**config.mk**
```make
export PLATFORM = sky130hd
export DESIGN_NAME = peak_decide
export DESIGN_NICKNAME = d
export VERILOG_FILES = /design/src/rtl/peak_decide.sv
export SDC_FILE = /design/constraint.sdc
export NUM_CORES = 1
export LEC_CHECK = 0
export ABC_AREA = 1
export ABC_CLOCK_PERIOD_IN_PS = 3150
export CORE_ASPECT_RATIO = 0.75
export CORE_UTILIZATION = 58
export DETAILED_ROUTE_END_ITERATION = 16
export PLACE_DENSITY_LB_ADDON = 0.12
export SYNTH_ARGS = -nofsm -noshare
export SYNTH_HDL_FRONTEND = slang
export SYNTH_SLANG_ARGS = --single-unit
export TNS_END_PERCENT = 100
```
**constraint.sdc**
```tcl
create_clock -name clk -period 3.15 [get_ports clk]
set_input_delay 0.315 -clock clk [delete_from_list [all_inputs] [get_ports clk]]
set_output_delay 0.315 -clock clk [all_outputs]
set_load 0.005 [all_outputs]
```
**src/rtl/peak_decide.sv**
```systemverilog
// rtl/peak_decide.sv - frame-end peak dominance decision with valid/ready verdict and tracker clear
module peak_decide #(
    parameter int unsigned              THR_NUM   = 3,
    parameter int unsigned              THR_SHIFT = 1,
    parameter logic signed [20:0]       ABS_THR   = 21'sd1000
) (
    input  logic               clk,
    input  logic               reset,
    input  logic signed [20:0] xl_in,
    input  logic signed [20:0] xs_in,
    input  logic               kt_in,
    input  logic               single_in,
    input  logic               frame_end,
    input  logic               out_ready,
    output logic               clr_out,
    output logic               busy,
    output logic               dec_valid,
    output logic               dec_hit,
    output logic               dec_empty,
    output logic signed [20:0] dec_peak,
    output logic signed [27:0] dec_margin,
    output logic               dropped
);

    typedef enum logic [2:0] {
        IDLE  = 3'd0,
        MULT  = 3'd1,
        CMP   = 3'd2,
        OUT   = 3'd3,
        CLEAR = 3'd4
    } state_t;

    localparam logic [3:0] THR_BITS  = 4'(THR_NUM);
    localparam logic [1:0] SHIFT_AMT = 2'(THR_SHIFT);

    state_t              state, state_next;
    logic signed [20:0]  xl_r, xs_r;
    logic                single_r;
    logic [1:0]          bit_idx;
    logic signed [27:0]  acc;

    logic signed [27:0]  xl_ext, xs_ext, abs_ext;
    logic signed [27:0]  partial, margin;

    assign xl_ext  = {{7{xl_r[20]}}, xl_r};
    assign xs_ext  = {{7{xs_r[20]}}, xs_r};
    assign abs_ext = {{7{ABS_THR[20]}}, ABS_THR};

    // One shift-add step of THR_NUM * xs per MULT cycle, LSB first.
    assign partial = THR_BITS[bit_idx] ? (xs_ext <<< bit_idx) : 28'sd0;

    always_comb begin
        margin = '0;
        if (single_r)
            margin = xl_ext - abs_ext;
        else
            margin = (xl_ext <<< SHIFT_AMT) - acc;
    end

    always_ff @(posedge clk) begin
        if (reset)
            state <= IDLE;
        else
            state <= state_next;
    end

    always_comb begin
        state_next = state;
        case (state)
            IDLE: begin
                if (frame_end) begin
                    if (kt_in)
                        state_next = OUT;
                    else if (single_in)
                        state_next = CMP;
                    else
                        state_next = MULT;
                end
            end
            MULT:  if (bit_idx == 2'd3) state_next = CMP;
            CMP:   state_next = OUT;
            OUT:   if (out_ready) state_next = CLEAR;
            CLEAR: state_next = IDLE;
            default: state_next = IDLE;
        endcase
    end

    assign busy      = (state != IDLE);
    assign dec_valid = (state == OUT);
    assign clr_out   = (state == CLEAR);

    always_ff @(posedge clk) begin
        if (reset) begin
            xl_r       <= '0;
            xs_r       <= '0;
            single_r   <= 1'b0;
            bit_idx    <= 2'd0;
            acc        <= '0;
            dec_hit    <= 1'b0;
            dec_empty  <= 1'b0;
            dec_peak   <= '0;
            dec_margin <= '0;
            dropped    <= 1'b0;
        end else begin
            if (frame_end && state != IDLE)
                dropped <= 1'b1;

            case (state)
                IDLE: begin
                    if (frame_end) begin
                        xl_r     <= xl_in;
                        xs_r     <= xs_in;
                        single_r <= single_in;
                        acc      <= '0;
                        bit_idx  <= 2'd0;
                        // An empty frame skips the arithmetic and publishes its verdict directly.
                        if (kt_in) begin
                            dec_empty  <= 1'b1;
                            dec_hit    <= 1'b0;
                            dec_margin <= '0;
                            dec_peak   <= xl_in;
                        end
                    end
                end
                MULT: begin
                    acc     <= acc + partial;
                    bit_idx <= bit_idx + 2'd1;
                end
                CMP: begin
                    dec_margin <= margin;
                    dec_hit    <= ~margin[27];
                    dec_empty  <= 1'b0;
                    dec_peak   <= xl_r;
                end
                default: ;
            endcase
        end
    end

endmodule

```
# [Word level (Yosys, flattened, before mapping)]
# Index checks and enable logic that the tools add are counted.
[totals] reg_bits=128 output_inout_bits=55 wordCells=62
[op_classes] add_sub_neg=4 n_lt_le_gt_ge=1 eq_ne=9 n_shift=1 mux=26 bitwise_logic=1 reduce_logical=9
[ops] cell="28-bit 2-to-1 mux" count=5
[ops] cell="28-bit one-hot mux with 2 select lines" count=2
[ops] cell="21-bit 2-to-1 mux" count=2
[ops] cell="21-bit one-hot mux with 2 select lines" count=1
[ops] cell="28-bit adder" count=1
[ops] cell="21-bit by 2-bit <<< shifter with 28-bit output" count=1
[ops] cell="22-bit by 28-bit subtractor with 28-bit output" count=1
[ops] cell="21-bit by 11-bit subtractor with 22-bit output (second input constant)" count=1
[ops] cell="3-bit one-hot mux with 4 select lines" count=1
[ops] cell="3-bit 2-to-1 mux" count=3
[ops] cell="2-bit != test (second input constant)" count=4
[ops] cell="3-bit by 2-bit equality test with 1-bit output (second input constant)" count=2
[ops] cell="2-bit 2-to-1 mux" count=3
[ops] cell="3-bit AND reduction" count=2
[ops] cell="1-bit 2-to-1 mux" count=5
[ops] cell="1-bit one-hot mux with 2 select lines" count=2
[ops] cell="2-bit one-hot mux with 2 select lines" count=1
[ops] cell="2-bit AND reduction" count=2
[ops] cell="2-bit nonzero test" count=2
[ops] cell="3-bit by 1-bit equality test with 1-bit output (second input constant)" count=1
[ops] cell="3-bit equality test (second input constant)" count=1
[ops] cell="3-bit zero test" count=1
[ops] cell="2-bit by 3-bit < comparator with 1-bit output (second input constant)" count=1
[ops] cell="3-bit nonzero test" count=1
[ops] cell="5 further kinds" count=5

# [Logic depth before layout (Yosys ltp)]
# Gate-level depths: netlist of run 1.
[logic_depth] ltp_word=5 ltp_mapped=16 mapped_depth_nobuf=15

# [Worst setup path after synthesis of run 1]
# Ideal clock, no wire load.
[synth_path] path_kind="reg-to-reg" from="reg bit_idx[0]" to="reg acc[16]" setup_time_ns=0.134 arrival_ns=2.098 setup_slack_ns=0.919 stages_incl_launch_ff=14 n_path_buf=1 cell_sequence="dfxtp_1 clkbuf_1 nor3_1 ha_1 fa_1 nand3_1 nand2_1 nand2_1 nand2_2 nand2_1 nand2_1 or2_1 nand3_1 a21oi_1"
[synth_via] elab_chain_len=5
[synth_lines] item="start: declaration" line_no="39" rtl="logic [1:0] bit_idx;"
[synth_lines] item="start signal: assignment" line_no="127" rtl="bit_idx <= bit_idx + 2'd1;"
[synth_lines] item="1-bit binary-select mux with 2-bit select" line_no="50" rtl="assign partial = THR_BITS[bit_idx] ? (xs_ext <<< bit_idx) : 28'sd0;"
[synth_lines] item="1-bit 2-to-1 mux (implied by the code)" line_no="50"
[synth_lines] item="28-bit 2-to-1 mux (*)" line_no="50"
[synth_lines] item="28-bit adder (*)" line_no="126" rtl="acc <= acc + partial;"
[synth_lines] item="28-bit one-hot mux with 2 select lines (*)" line_no="108" rtl="case (state)"
[synth_lines] item="end signal: assignment" line_no="126"
[synth_lines] item="end: declaration" line_no="40" rtl="logic signed [27:0] acc;"
# Mark *: on every way between the ends. The rest lies on a longest branch, timed or not. The select of a mux whose other input is x is not followed.
# A chain may end at the register's enable or synchronous reset.

# [Worst setup path in the final report of run 1]
[layout_path] from="reg bit_idx[1]" to="reg acc[23]"
# Same word-level chain as after synthesis.

==> results of run 1 <==
-- layer usage --
layer	share of wire	vias up
met3	0.12	48
met1	0.45	4614
li1	-	4999
met4	0.015	2
met5	0.00037	-
met2	0.41	522
-- state kept, by name (all words and copies together) (netlist names) --
| name | flops |
|---|---|
| dec_margin | 28 |
| dropped | 1 |
| state | 3 |
| dec_hit | 1 |
| single_r | 1 |
| xl_r | 21 |
| bit_idx | 2 |
| dec_empty | 1 |
| dec_peak | 21 |
| acc | 28 |
| xs_r | 21 |
-- how the worst max path moves through the flow --
stage,from,endpoint,depth (start not counted)
2_1_floorplan,bit_idx[0]$_SDFFE_PP0P_,acc[16]$_SDFFE_PP0P_,13
3_3_place_gp,bit_idx[1]$_SDFFE_PP0P_,acc[23]$_SDFFE_PP0P_,12
3_5_place_dp,bit_idx[0]$_SDFFE_PP0P_,acc[17]$_SDFFE_PP0P_,13
4_1_cts,bit_idx[0]$_SDFFE_PP0P_,acc[17]$_SDFFE_PP0P_,13
5_1_grt,bit_idx[0]$_SDFFE_PP0P_,acc[10]$_SDFFE_PP0P_,11
6_report,bit_idx[1]$_SDFFE_PP0P_,acc[23]$_SDFFE_PP0P_,12
-- through the flow --
step / setup slack, ns / hold WS (ns) / utilization
2_1_floorplan: 0.919 / 0.441 / -
3_3_place_gp: 0.367 / 0.446 / 0.676
3_5_place_dp: 0.376 / 0.452 / 0.676
4_1_cts: 0.363 / 0.460 / 0.718
5_1_grt: 0.0561 / 0.478 / 0.718
6_report: 0.266 / 0.458 / 0.718
-- cell type report --
cell class / instances / area, um^2 / share of cell area
multi-input combinational: 1087 / 5770 / 0.521
sequential: 128 / 2560 / 0.232
timing repair buffer: 117 / 1140 / 0.103
clock buffer: 18 / 429 / 0.0388
inverter: 185 / 699 / 0.0632
clock inverter: 14 / 206 / 0.0187
tap: 205 / 256 / 0.0232
-- placed cells by master, fill, tap and decap left out, types with 4 or more instances in the layout --
master / netlist / routed
nor2_4: 4 / 4
inv_1: 174 / 174
o21a_1: 5 / 5
nand2_2: 16 / 16
nor3_1: 12 / 12
inv_2: 9 / 9
nor3_2: 6 / 6
nor2_1: 93 / 93
a21oi_2: 7 / 7
a221oi_2: 5 / 5
nand3_2: 5 / 5
a21oi_1: 191 / 191
nor2_2: 9 / 9
o211ai_1: 5 / 5
nand3b_1: 4 / 4
a31oi_1: 14 / 14
nand4_1: 20 / 20
o21ai_1: 47 / 47
clkbuf_16: 0 / 17
clkdlybuf4s50_1: 0 / 101
ha_1: 55 / 55
bufinv_16: 0 / 4
nand2_1: 361 / 361
dfxtp_1: 128 / 128
o21ai_0: 81 / 81
nand3_1: 99 / 99
o21bai_1: 5 / 5
buf_4: 4 / 14
or2_2: 4 / 4
clkinv_4: 0 / 5
-- critical path, stage by stage, from the launching register on --
cell and delay (ns):
dfxtp_1 0.34, inv_1 0.29, buf_4 0.21, o21ai_0 0.08
a21oi_1 0.38, ha_1 0.28, nand2_1 0.16, nor3_1 0.37
nand3_1 0.25, nand3_1 0.14, nand2_1 0.06, nand3_1 0.09
a21oi_1 0.07
-- power groups by stage --
stage	clock [mW]	sequential, mW	combinational, mW
5_1_grt	2.25	2.23	5.31
3_5_place_dp	0	2.22	4.63
6_report	2.15	2.20	4.80
2_1_floorplan	0	2.14	3.38
3_3_place_gp	0	2.22	4.54
4_1_cts	2.15	2.19	4.67
-- cell families (layout without fill, tap and decap cells) --
kind of cell    count (synthesis)  count (layout)  synth area share
simple gates                  652             652             0.319
compound gates                372             372             0.220
buf+inv                       234             334             0.100
flops                         128             128             0.277
fa+ha+maj                      57              57            0.0786
xor+xnor                        6               6           0.00567
==> impl_metrics.json, run 1 <==
{
  "status": "complete, no violations",
  "antenna_left": 0,
  "hp-class": "flip-flop to flip-flop",
  "area_growth_syn_to_layout_pct": 19.5,
  "p_sw_mw": 4.19,
  "grt_pass1_wl_mm": 48.4,
  "final_cells": 1754,
  "syn_area_mm2": 0.00926,
  "grt_overflow": 0,
  "cts_buffers": 17,
  "hold_viol_final": 0,
  "clock_sinks": 128,
  "firstDrtPassIters": 6,
  "setup_viol": 0,
  "period_needed_ns": 2.88,
  "drc": 0,
  "dp.cells": 1722,
  "synth_top_area_share": 0.277,
  "drive_above_1_share": 0.0826,
  "ys_ff_latch": 128,
  "cp-start-kind": "flip-flop",
  "netlist_instances": 1449,
  "worstHoldStart": "dec_margin[0]$_SDFFE_PP0P_",
  "slew_violations": 0,
  "seq_power_share": 0.241,
  "rr_startpoint": "bit_idx[1]$_SDFFE_PP0P_",
  "antennaDiodeCount": 0,
  "cts_tree": "done",
  "yosysTopAreaCell": "dfxtp_1",
  "async_flop_share": 0,
  "p_int_mw": 4.96,
  "slew_headroom": 0.378,
  "port_buffers": 102,
  "gp_congestion": 1.00,
  "io_pins": 103,
  "drt-total-wl_mm": 30.1,
  "clock.fmax_mhz": 347,
  "min_to": "dec_margin[0]$_SDFFE_PP0P_",
  "use_met3": 0.102,
  "synthFlopType": "dfxtp_1",
  "grt_pass1_vias": 9317,
  "max_slew.worst_pin.slew_ns": 0.933,
  "yosys_warnings": 0,
  "die_area_mm2": 0.0165,
  "finalCritPeriodShare": 0.916,
  "holdPathStages": 2,
  "insertion_delay_ns": 0.43,
  "seq_area_frac_synth": 0.277,
  "place_area_mm2": 0.0104,
  "yosysMostFrequentCell": "nand2_1",
  "synth.area.top_cells": "dfxtp_1, nand2_1, a21oi_1",
  "reg2regPathDepth": 12,
  "cp.required_ns": 3.42,
  "cp_max_fo": 14,
  "clkTransAtPathRegs_ns": 0.06,
  "p_clk_frac": 0.235,
  "cts.path.max_buffers": 2,
  "switching_share": 0.458,
  "rsz0062_at_grt": "false",
  "grt_usage": 0.372,
  "initial_core_util": 0.601,
  "fin_area_mm2": 0.0111,
  "ctsHoldBuffers": 0,
  "cts_root_buf": "clkbuf_16",
  "r2r_setup_slack_ns": 0.27,
  "grt_antenna_before_repair": 1,
  "ir_drop_mv": 0.580,
  "p_total_mw": 9.15,
  "combPwrFrac": 0.524,
  "core_area_mm2": 0.0154,
  "p_per_area_mw_per_mm2": 827,
  "crit_path_end_kind": "flip-flop",
  "syn_avg_cell_area_um2": 6.39,
  "syn_nets": 1554,
  "fin_nets": 1641,
  "avgViaCountPerCell": 5.81,
  "synth_commonest_cells": "nand2_1, a21oi_1, inv_1",
  "synth_edf_count": 0,
  "die_w_um": 148,
  "die_h_um": 111,
  "num-fill-cells": 1329,
  "top_usage_layer": "met2",
  "wl_per_cell_um": 17.2,
  "vias": 10200,
  "drt_iter0_markers": 1141,
  "power.leakage_nw": 4.84,
  "rows": 39,
  "r2r_end": "acc[23]$_SDFFE_PP0P_",
  "finalClockSkew_ns": 0.00841,
  "grt_max_degree": 83,
  "final.setup.tns_ns": 0,
  "post_cts_buffers": 0,
  "worst-setup-path-type": "flip-flop to flip-flop",
  "met2_usage": 0.547,
  "h-tree-depth": 4,
  "hpwl_mm": 22.6,
  "cts_resized": 0,
  "drv_cap": 0,
  "synth_cell_types": 51,
  "worst_ep_arrival_time_ns": 3.15,
  "use_met1": 0.540
}
(Power assumes the default switching activity.)
==> run 2, diff against run 1 <==
--- a/config.mk
+++ b/config.mk
@@ -5,10 +5,10 @@
 export SDC_FILE = /design/constraint.sdc
 export NUM_CORES = 1
 export LEC_CHECK = 0
-export ABC_AREA = 1
 export ABC_CLOCK_PERIOD_IN_PS = 3150
 export CORE_ASPECT_RATIO = 0.75
-export CORE_UTILIZATION = 58
+export CORE_MARGIN = 4
+export CORE_UTILIZATION = 29
 export DETAILED_ROUTE_END_ITERATION = 16
 export PLACE_DENSITY_LB_ADDON = 0.12
 export SYNTH_ARGS = -nofsm -noshare
==> run 2 against run 1 <==
Against the previous run: global-route usage shrank 21 points; die area grew 90%; power shrank 29%; final cell count shrank 13%; sequential share of layout area grew 1.4 points; count of clock-buffer cells in the layout grew 4; synthesized cell count shrank 28%; via count shrank 23%; worst setup slack gained 0.020 ns; clock skew shrank 0.0016 ns; hold slack lost 0.19 ns; largest power group is now clock; utilization shrank 35 points.
==> impl_metrics.json, run 2 <==
{
  "status": "complete, no violations",
  "async_flop_share": 0,
  "die_area_mm2": 0.0313,
  "synth_edf_count": 0,
  "cp.required_ns": 3.44,
  "clock_sinks": 128,
  "cp_max_fo": 24,
  "r2r_end": "acc[25]$_SDFFE_PP0P_",
  "hpwl_mm": 19.5,
  "synth_top_area_share": 0.310,
  "dp.cells": 1499,
  "ir_drop_mv": 0.393,
  "ctsHoldBuffers": 0,
  "path_delay_family": "compound AO/OA/AOI/OAI gates",
  "holdPathStages": 2,
  "grt_overflow": 0,
  "antenna_left": 0,
  "p_total_mw": 6.46,
  "drc": 0,
  "fin_area_mm2": 0.0104,
  "die_w_um": 203,
  "grt_pass1_wl_mm": 41.3,
  "grt_usage": 0.164,
  "cts.path.max_buffers": 2,
  "final_cell_mix": "nand2_1, dfxtp_1, a21oi_1",
  "cp_cell_sequence": "buf_12 -> mux2i_1 -> nor2_1 -> ha_1 -> a21o_1 -> a2111oi_1 -> a21boi_1 -> o21a_2 -> o221ai_1 -> a21oi_1 -> xor2_1 -> o21ai_0",
  "port_buffers": 102,
  "crit_path_end_kind": "flip-flop",
  "area_growth_syn_to_layout_pct": 26.0,
  "slew_headroom": 0.405,
  "grt_antenna_before_repair": 0,
  "setup_slack_ns": 0.286,
  "insertion_delay_ns": 0.43,
  "period_needed_ns": 2.86,
  "p_per_area_mw_per_mm2": 619,
  "cts_root_buf": "clkbuf_16",
  "avgViaCountPerCell": 5.10,
  "syn_nets": 1153,
  "vias": 7810,
  "h-tree-depth": 4,
  "yosys_warnings": 0,
  "syn_area_mm2": 0.00828,
  "grt_pass1_vias": 7495,
  "worstHoldStart": "reset",
  "clkTransAtPathRegs_ns": 0.06,
  "cts_tree": "done",
  "drive_above_1_share": 0.0760,
  "gp_congestion": 0.875,
  "finalCritPeriodShare": 0.909,
  "synth_commonest_cells": "nand2_1, dfxtp_1, a21oi_1",
  "cpMaxStageDelayCell": "dfxtp_1",
  "place_area_mm2": 0.00974,
  "setup_viol": 0,
  "cts_buffers": 17,
  "ys_ff_latch": 128,
  "r2r_setup_slack_ns": 0.29,
  "yosysMostFrequentCell": "nand2_1",
  "reg.largest.list": "acc (28), dec_margin (28)",
  "hold_viol_final": 0,
  "yosysTopAreaCell": "dfxtp_1",
  "power.leakage_nw": 4.08,
  "firstDrtPassIters": 5,
  "seq_area_frac_synth": 0.310,
  "rr_startpoint": "bit_idx[0]$_SDFFE_PP0P_",
  "place_ws_ns": 0.271,
  "core_area_mm2": 0.0281,
  "synth.area.top_cells": "dfxtp_1, ha_1, nand2_1",
  "drt-total-wl_mm": 26.1,
  "final_common_cell": "nand2_1",
  "max_slew.worst_pin.slew_ns": 0.886,
  "final_cells": 1530,
  "multi_input_area_mm2": 0.00535,
  "wl_per_cell_um": 17.0,
  "finalClockSkew_ns": 0.00678,
  "reg2regPathDepth": 12,
  "netlist_instances": 1048,
  "worst_ep_arrival_time_ns": 3.16,
  "syn_avg_cell_area_um2": 7.90,
  "die_h_um": 154,
  "area.sequential_mm2": 0.00256,
  "min_to": "dec_margin[5]$_SDFFE_PP0P_",
  "io_pins": 103,
  "drv_cap": 0,
  "clock.fmax_mhz": 349,
  "initial_core_util": 0.295,
  "drt_iter0_markers": 485,
  "final_core_util": 0.372,
  "rows": 53,
  "fin_nets": 1238,
  "slowest_delay_ns": 0.35,
  "grt_max_degree": 94,
  "synthFlopType": "dfxtp_1",
  "crit_buf_inv": 1,
  "cp-start-kind": "flip-flop",
  "antennaDiodeCount": 0,
  "slew_violations": 0,
  "hp-class": "input port to flip-flop",
  "num-fill-cells": 2934,
  "synth_cell_types": 79,
  "worst-setup-path-type": "flip-flop to flip-flop"
}
run 2: cell types whose count changed after synthesis, sizes merged, moves of 29 or more:
cell   delta
o21ai    -80
a21oi    -91
nand2   -213
nand3    -84
xnor2    +29
inv     -146
run 2: cell type report:
| type | instances | area share |
|---|---|---|
| Clock buffer | 22 | 0.0455 |
| Clock inverter | 9 | 0.0196 |
| Sequential cell | 128 | 0.246 |
| Tap cell | 385 | 0.0462 |
| Timing Repair Buffer | 124 | 0.116 |
| Inverter | 39 | 0.0140 |
| Multi-Input combinational cell | 823 | 0.513 |
run 2: power breakdown:
part / switching, mW / internal [mW] / total, mW
combinational: 1.21 / 0.973 / 2.18
clock: 0.784 / 1.55 / 2.33
sequential: 0.165 / 1.78 / 1.95
run 2: cells by family (layout without fill, tap and decap cells):
family / Yosys count / count (layout) / share of synthesized area
compound gates: 317 / 317 / 0.267
xor+xnor: 55 / 55 / 0.0582
fa+ha+maj: 57 / 57 / 0.0880
buf+inv: 97 / 194 / 0.0451
flops: 128 / 128 / 0.310
mux: 25 / 25 / 0.0304
simple gates: 369 / 369 / 0.202
run 2: metal layers:
metal	global-route usage	vias up	share of wire
met5	0	-	0
met4	0.0363	0	0.0097
met3	0.0379	18	0.046
met2	0.241	162	0.42
met1	0.244	3680	0.52
li1	-	3950	-
run 2: worst max-delay path by stage:
| stage | from | endpoint | cells after the start |
|---|---|---|---|
| after floorplan | bit_idx[0]$_SDFFE_PP0P_ | acc[26]$_SDFFE_PP0P_ | 13 |
| after detailed placement | bit_idx[0]$_SDFFE_PP0P_ | acc[25]$_SDFFE_PP0P_ | 12 |
| after global placement | bit_idx[0]$_SDFFE_PP0P_ | acc[25]$_SDFFE_PP0P_ | 12 |
| final | bit_idx[0]$_SDFFE_PP0P_ | acc[25]$_SDFFE_PP0P_ | 12 |
| after global routing | bit_idx[0]$_SDFFE_PP0P_ | acc[25]$_SDFFE_PP0P_ | 12 |
| after CTS | bit_idx[0]$_SDFFE_PP0P_ | acc[26]$_SDFFE_PP0P_ | 12 |
run 2: through the flow:
| step | hold slack, ns | TNS, ns |
|---|---|---|
| final | 0.272 | 0 |
| after global routing | 0.276 | -0.0290 |
| after CTS | 0.251 | 0 |
| after detailed placement | 0.446 | 0 |
| after global placement | 0.447 | 0 |
| after floorplan | 0.435 | 0 |
run 2: repair_timing:
action	in CTS	in global routing
gates resized for setup	0	2
setup endpoints to repair	0	3
buffers inserted	0	0
